`config.mk`:
```
export PLATFORM = sky130hd
export DESIGN_NAME = alu_ctrl_seq
export DESIGN_NICKNAME = d
export VERILOG_FILES = /design/src/rtl/alu_ctrl_seq.sv
export SDC_FILE = /design/constraint.sdc
export NUM_CORES = 1
export LEC_CHECK = 0
export CORE_UTILIZATION = 48
export CTS_BUF_LIST = sky130_fd_sc_hd__clkbuf_16
export CTS_CLUSTER_DIAMETER = 40
export DETAILED_ROUTE_END_ITERATION = 8
export PLACE_DENSITY = 0.79
export RECOVER_POWER = 25
export SYNTH_ARGS = -nofsm -noshare
export SYNTH_HDL_FRONTEND = slang
export SYNTH_SLANG_ARGS = --single-unit
```
`constraint.sdc`:
```
create_clock -name clk -period 2.25 [get_ports clk]
set_input_delay 0.675 -clock clk [delete_from_list [all_inputs] [get_ports clk]]
set_output_delay 0.675 -clock clk [all_outputs]
set_load 0.01 [all_outputs]
```
`src/rtl/alu_ctrl_seq.sv`:
```
`default_nettype none
// ============================================================================
// alu_ctrl_seq: registered ALU-control decoder with MUL (and ALU_CTRL_DIV_EN DIV) sequencing.
// Rev 1.0
// ============================================================================
module alu_ctrl_seq #(
  parameter int FUNCT_W = 4,
  parameter int CTRL_W  = 4,
  parameter int MUL_LAT = 24,
`ifdef ALU_CTRL_DIV_EN
  parameter int DIV_LAT = 26,
`endif
  parameter int CNT_W   = 5
) (
  input  logic               clk,
  input  logic               rst_n,
  input  logic               op_valid,
  output logic               op_ready,
  input  logic [1:0]         ALUOp,
  input  logic [FUNCT_W-1:0] Funct,
  output logic [CTRL_W-1:0]  ALUCtrl,
  output logic               ctrl_valid,
  output logic               mul_start,
`ifdef ALU_CTRL_DIV_EN
  output logic               div_start,
`endif
  output logic               stall,
  output logic               op_done,
  output logic               illegal_op
);

  localparam logic [CTRL_W-1:0] CODE_AND = CTRL_W'(4'b0000);
  localparam logic [CTRL_W-1:0] CODE_OR  = CTRL_W'(4'b0001);
  localparam logic [CTRL_W-1:0] CODE_ADD = CTRL_W'(4'b0010);
  localparam logic [CTRL_W-1:0] CODE_SLT = CTRL_W'(4'b0011);
  localparam logic [CTRL_W-1:0] CODE_MUL = CTRL_W'(4'b0100);
  localparam logic [CTRL_W-1:0] CODE_XOR = CTRL_W'(4'b0101);
  localparam logic [CTRL_W-1:0] CODE_BNE = CTRL_W'(4'b0110);
  localparam logic [CTRL_W-1:0] CODE_SLL = CTRL_W'(4'b0110);
  localparam logic [CTRL_W-1:0] CODE_SUB = CTRL_W'(4'b1010);
  localparam logic [CTRL_W-1:0] CODE_NOP = CTRL_W'(4'b1111);
`ifdef ALU_CTRL_DIV_EN
  localparam logic [CTRL_W-1:0] CODE_DIV = CTRL_W'(4'b0111);
`endif

  typedef enum logic [1:0] {
    IDLE     = 2'd0,
    EXEC     = 2'd1,
    MUL_BUSY = 2'd2
  } state_t;

  state_t            state;
  logic [CNT_W-1:0]  cnt;
  logic [CTRL_W-1:0] dec_code;
  logic              dec_illegal;
  logic              dec_multi;
  logic              dec_div;
  logic [CNT_W-1:0]  dec_load;
  logic              accept;

  assign accept = op_valid && op_ready;

  // Every path assigns all decode outputs, so no stale code can be held combinationally.
  always_comb begin
    dec_code    = CODE_NOP;
    dec_illegal = 1'b1;
    dec_multi   = 1'b0;
    dec_div     = 1'b0;
    dec_load    = CNT_W'(MUL_LAT - 1);
    case (ALUOp)
      2'b00: begin dec_code = CODE_ADD; dec_illegal = 1'b0; end
      2'b01: begin dec_code = CODE_BNE; dec_illegal = 1'b0; end
      2'b10: begin
        dec_illegal = 1'b0;
        case (Funct)
          FUNCT_W'(0): dec_code = CODE_AND;
          FUNCT_W'(1): dec_code = CODE_OR;
          FUNCT_W'(2): dec_code = CODE_ADD;
          FUNCT_W'(3): dec_code = CODE_SUB;
          FUNCT_W'(4): dec_code = CODE_SLT;
          FUNCT_W'(5): begin dec_code = CODE_MUL; dec_multi = 1'b1; end
          FUNCT_W'(6): dec_code = CODE_XOR;
          FUNCT_W'(7): dec_code = CODE_SLL;
`ifdef ALU_CTRL_DIV_EN
          FUNCT_W'(8): begin
            dec_code  = CODE_DIV;
            dec_multi = 1'b1;
            dec_div   = 1'b1;
            dec_load  = CNT_W'(DIV_LAT - 1);
          end
`endif
          default: dec_illegal = 1'b1;
        endcase
      end
      default: dec_illegal = 1'b1;
    endcase
  end

  always_ff @(posedge clk or negedge rst_n) begin
    if (!rst_n) begin
      state      <= IDLE;
      ALUCtrl    <= CODE_NOP;
      cnt        <= '0;
      op_ready   <= 1'b1;
      ctrl_valid <= 1'b0;
      mul_start  <= 1'b0;
`ifdef ALU_CTRL_DIV_EN
      div_start  <= 1'b0;
`endif
      stall      <= 1'b0;
      op_done    <= 1'b0;
      illegal_op <= 1'b0;
    end else begin
      mul_start  <= 1'b0;
`ifdef ALU_CTRL_DIV_EN
      div_start  <= 1'b0;
`endif
      op_done    <= 1'b0;
      illegal_op <= 1'b0;
      case (state)
        IDLE, EXEC: begin
          if (accept) begin
            ALUCtrl <= dec_code;
            if (dec_multi) begin
              state      <= MUL_BUSY;
              op_ready   <= 1'b0;
              stall      <= 1'b1;
              ctrl_valid <= 1'b1;
              mul_start  <= !dec_div;
`ifdef ALU_CTRL_DIV_EN
              div_start  <= dec_div;
`endif
              cnt        <= dec_load;
            end else begin
              state      <= EXEC;
              ctrl_valid <= !dec_illegal;
              op_done    <= 1'b1;
              illegal_op <= dec_illegal;
            end
          end else begin
            state      <= IDLE;
            ctrl_valid <= 1'b0;
          end
        end
        MUL_BUSY: begin
          // op_done lands on the last stall cycle; the exit edge only releases the pipeline.
          if (cnt == '0) begin
            state      <= IDLE;
            stall      <= 1'b0;
            ctrl_valid <= 1'b0;
            op_ready   <= 1'b1;
          end else begin
            cnt     <= cnt - CNT_W'(1);
            op_done <= (cnt == CNT_W'(1));
          end
        end
        default: begin
          state    <= IDLE;
          stall    <= 1'b0;
          op_ready <= 1'b1;
        end
      endcase
    end
  end

endmodule
`default_nettype wire

```
==> out/results.txt <==
Core Area: 0.00159 mm²
Post-synth EDFFs: 0
First-pass GRT wire length: 2950 µm
Dpl cells: 128
Slowest CP cell: dfstp_2
Syn avg cell area: 10.1 µm²
# setup viols final: 0
Worst-path clk slew: 0.05 ns
Synth top area cells: dfrtp_1 35%, dfstp_2 15%, ha_1 4.3%
Setup TNS: 0 ns
Post-Layout Cell Count: 132
Worst r2r src: cnt[1]$_DFFE_PN0P_
Area Overhead vs Synth: 33.6%
Die area: 0.00198 mm²
Antenna Cells: 0
Clock group share of total power: 39.0%
Initial core utilization: 54.4%
Static leakage: 0.513 nW
First-pass DRT Iterations: 7
Number of cell rows: 14
Share of cells above drive strength 1: 12.0%
Yosys top cell by area: dfrtp_1
Pin count of the biggest net entering global routing: 18
CTS H-Tree Depth: 1
Clock tree sinks: 17
Die span in x: 44.5 µm
Vias/cell: 5.32
Slowest cell delay on critical path: 0.56 ns
Max-Cap Viols: 0
Seq pwr share: 41.5%
Worst Path Buf+Inv: 1
Total CTS buffers: 3
Worst-path cell chain: clkdlybuf4s50_1
PostCTS Resize Cnt: 0
WL/cell: 13.2 µm
Post-Syn Nets: 98
Ports: 19
Setup CP Type: reg2out
Nets: 121
ANT nets after route: 0
Port-buffer cells: 18
Yosys cell types: 37
Seq/Total Area, Yosys: 49.8%
Final Hold Viols: 0
Final Slew Violations: 0
Leading cell types by count after synthesis: 12 x dfrtp_1, 9 x nand2_1, 6 x nor2_1
Vias: 702
Worst slew pin tran: 0.901 ns
# fillers: 111
Hold wc startpoint: ALUCtrl[0]$_DFFE_PN1P_
Worst setup path start: op_ready$_DFFE_PN1P_
CP Data Arrival Time: 1.34 ns
Peak supply drop: 0.000598 V
Yosys warns: 0
CP Capture Type: output port
Cell with the most instances after synthesis: dfrtp_1
Clock Tree Root: clkbuf_16
Die Span Y: 44.5 µm
Max Clk Rate: 495 MHz
Cell Pwr Density: 766 mW/mm²
Combinational share of power: 19.5%
Netlist Area Pre-Place: 867 µm²
Drt total wl: 1740 µm
Yosys top cell area share: 34.6%
Pint: 667 µW
Worst-Skew Late Latency: 0.25 ns
Post-Synthesis Cells: 86
Switching share of total power: 24.8%
Sw power: 220 µW
Slew headroom: 39.9%
Async SR Flop Fraction: 100%
TritonCTS clock tree: done
RSZ-0062 raised after global routing: no
Final worst path period share: 89.7%
Hold buffers post-CTS: 0
Antenna violations before repair: 0
Setup Skew: 0.00309 ns
Post-CTS setup buffers: 0
Vias in the first global route: 690
Worst path top cell family by delay: flip-flops
HPWL Detailed: 1250 µm
Grt total ovfl: 0
Post-synth top flop: dfrtp_1
Flops & latches, synth: 17
Hold Crit Class: reg2reg
Critical path launch point type: flip-flop
Clock Tree Buf Depth: 2
R2r setup slk: 0.46 ns
Status: complete, no violations
Worst-path maximum fanout: 5
DR iter-0 viols: 12
Period minus WS final: 2.02 ns
Final GP Congestion: 0.774
Final hold slack: 0.480 ns
WP data required: 1.57 ns
Overall routing resource usage: 20.5%
DRC Markers: 0
[flip-flops by register name, indices dropped and copies added, names as in the netlist]
| name | cells |
|---|---|
| illegal_op | 1 |
| op_done | 1 |
| state | 2 |
| mul_start | 1 |
| op_ready | 1 |
| ALUCtrl | 4 |
| ctrl_valid | 1 |
| cnt | 5 |
| stall | 1 |
[placed cells by master, fill, tap and decap left out, types with 2 or more instances in the layout]
master,synthesis,layout
nand2_1,9,9
dfstp_2,5,5
nand3b_1,2,2
clkbuf_16,0,3
a21oi_1,4,4
nor3_1,3,3
nor2_1,6,6
nand2b_1,2,2
o21ai_0,4,4
nor2b_1,2,2
dfrtp_1,12,12
inv_1,5,6
nor3b_1,3,3
and3b_1,2,2
ha_1,3,3
clkdlybuf4s50_1,0,17
o211ai_1,2,2
[cell type report]
type / instances / area, µm² / share of cell area, %
flip-flops and latches: 17 / 432 / 37.3
multi-input cells: 62 / 408 / 35.2
clock buffers: 3 / 75.1 / 6.48
repair buffers: 20 / 191 / 16.5
clock inverters: 1 / 3.75 / 0.324
well taps: 24 / 30.0 / 2.59
inverters: 5 / 18.8 / 1.62
[power groups by stage]
| stage | registers, mW | logic [mW] | clock network [mW] |
|---|---|---|---|
| 2_1_floorplan | 0.377 | 0.0897 | 0 |
| 3_3_place_gp | 0.371 | 0.171 | 0 |
| 3_5_place_dp | 0.372 | 0.174 | 0 |
| 4_1_cts | 0.368 | 0.176 | 0.349 |
| 5_1_grt | 0.372 | 0.195 | 0.358 |
| 6_report | 0.368 | 0.173 | 0.346 |
[worst paths after layout]
| path | to | depth (start not counted) |
|---|---|---|
| worst max-delay path | op_ready | 1 |
| worst min-delay path | ALUCtrl[0]$_DFFE_PN1P_ | 2 |
| worst max register to register | cnt[1]$_DFFE_PN0P_ | 5 |
| worst min register to register | ALUCtrl[0]$_DFFE_PN1P_ | 2 |
| max in group asynchronous | cnt[2]$_DFFE_PN0P_ | 2 |
| min in group asynchronous | stall$_DFFE_PN0P_ | 2 |
[routing by layer]
| layer | vias to the layer above | global-route usage [%] | wire (µm) |
|---|---|---|---|
| met5 | - | 0 | 0 |
| met4 | 0 | 10.9 | 33 |
| met3 | 4 | 3.27 | 68 |
| met2 | 23 | 32.1 | 788 |
| met1 | 323 | 27.3 | 853 |
| li1 | 352 | - | - |
[logic make-up (layout without fill, tap and decap cells)]
kind of cell	Yosys count	in the layout	share of synthesized area (%)
buffers and inverters	7	29	3.17
AOI/OAI and AO/OA	22	22	17.6
adders and majority gates	3	3	4.33
DFF	17	17	49.8
xor gates and xnor gates	1	1	1.01
and+or+nand+nor	36	36	24.1
[through the flow]
step	util [%]	worst slack [ns]	power (mW)	cell area [µm²]
after floorplan	-	0.672	0.466	867
after global placement	68.0	0.246	0.541	1080
after detailed placement	68.0	0.185	0.546	1080
after CTS	72.9	0.229	0.893	1160
after global routing	72.7	0.210	0.924	1160
final	72.7	0.231	0.887	1160
No activity file was read; power rests on OpenSTA's default activity.
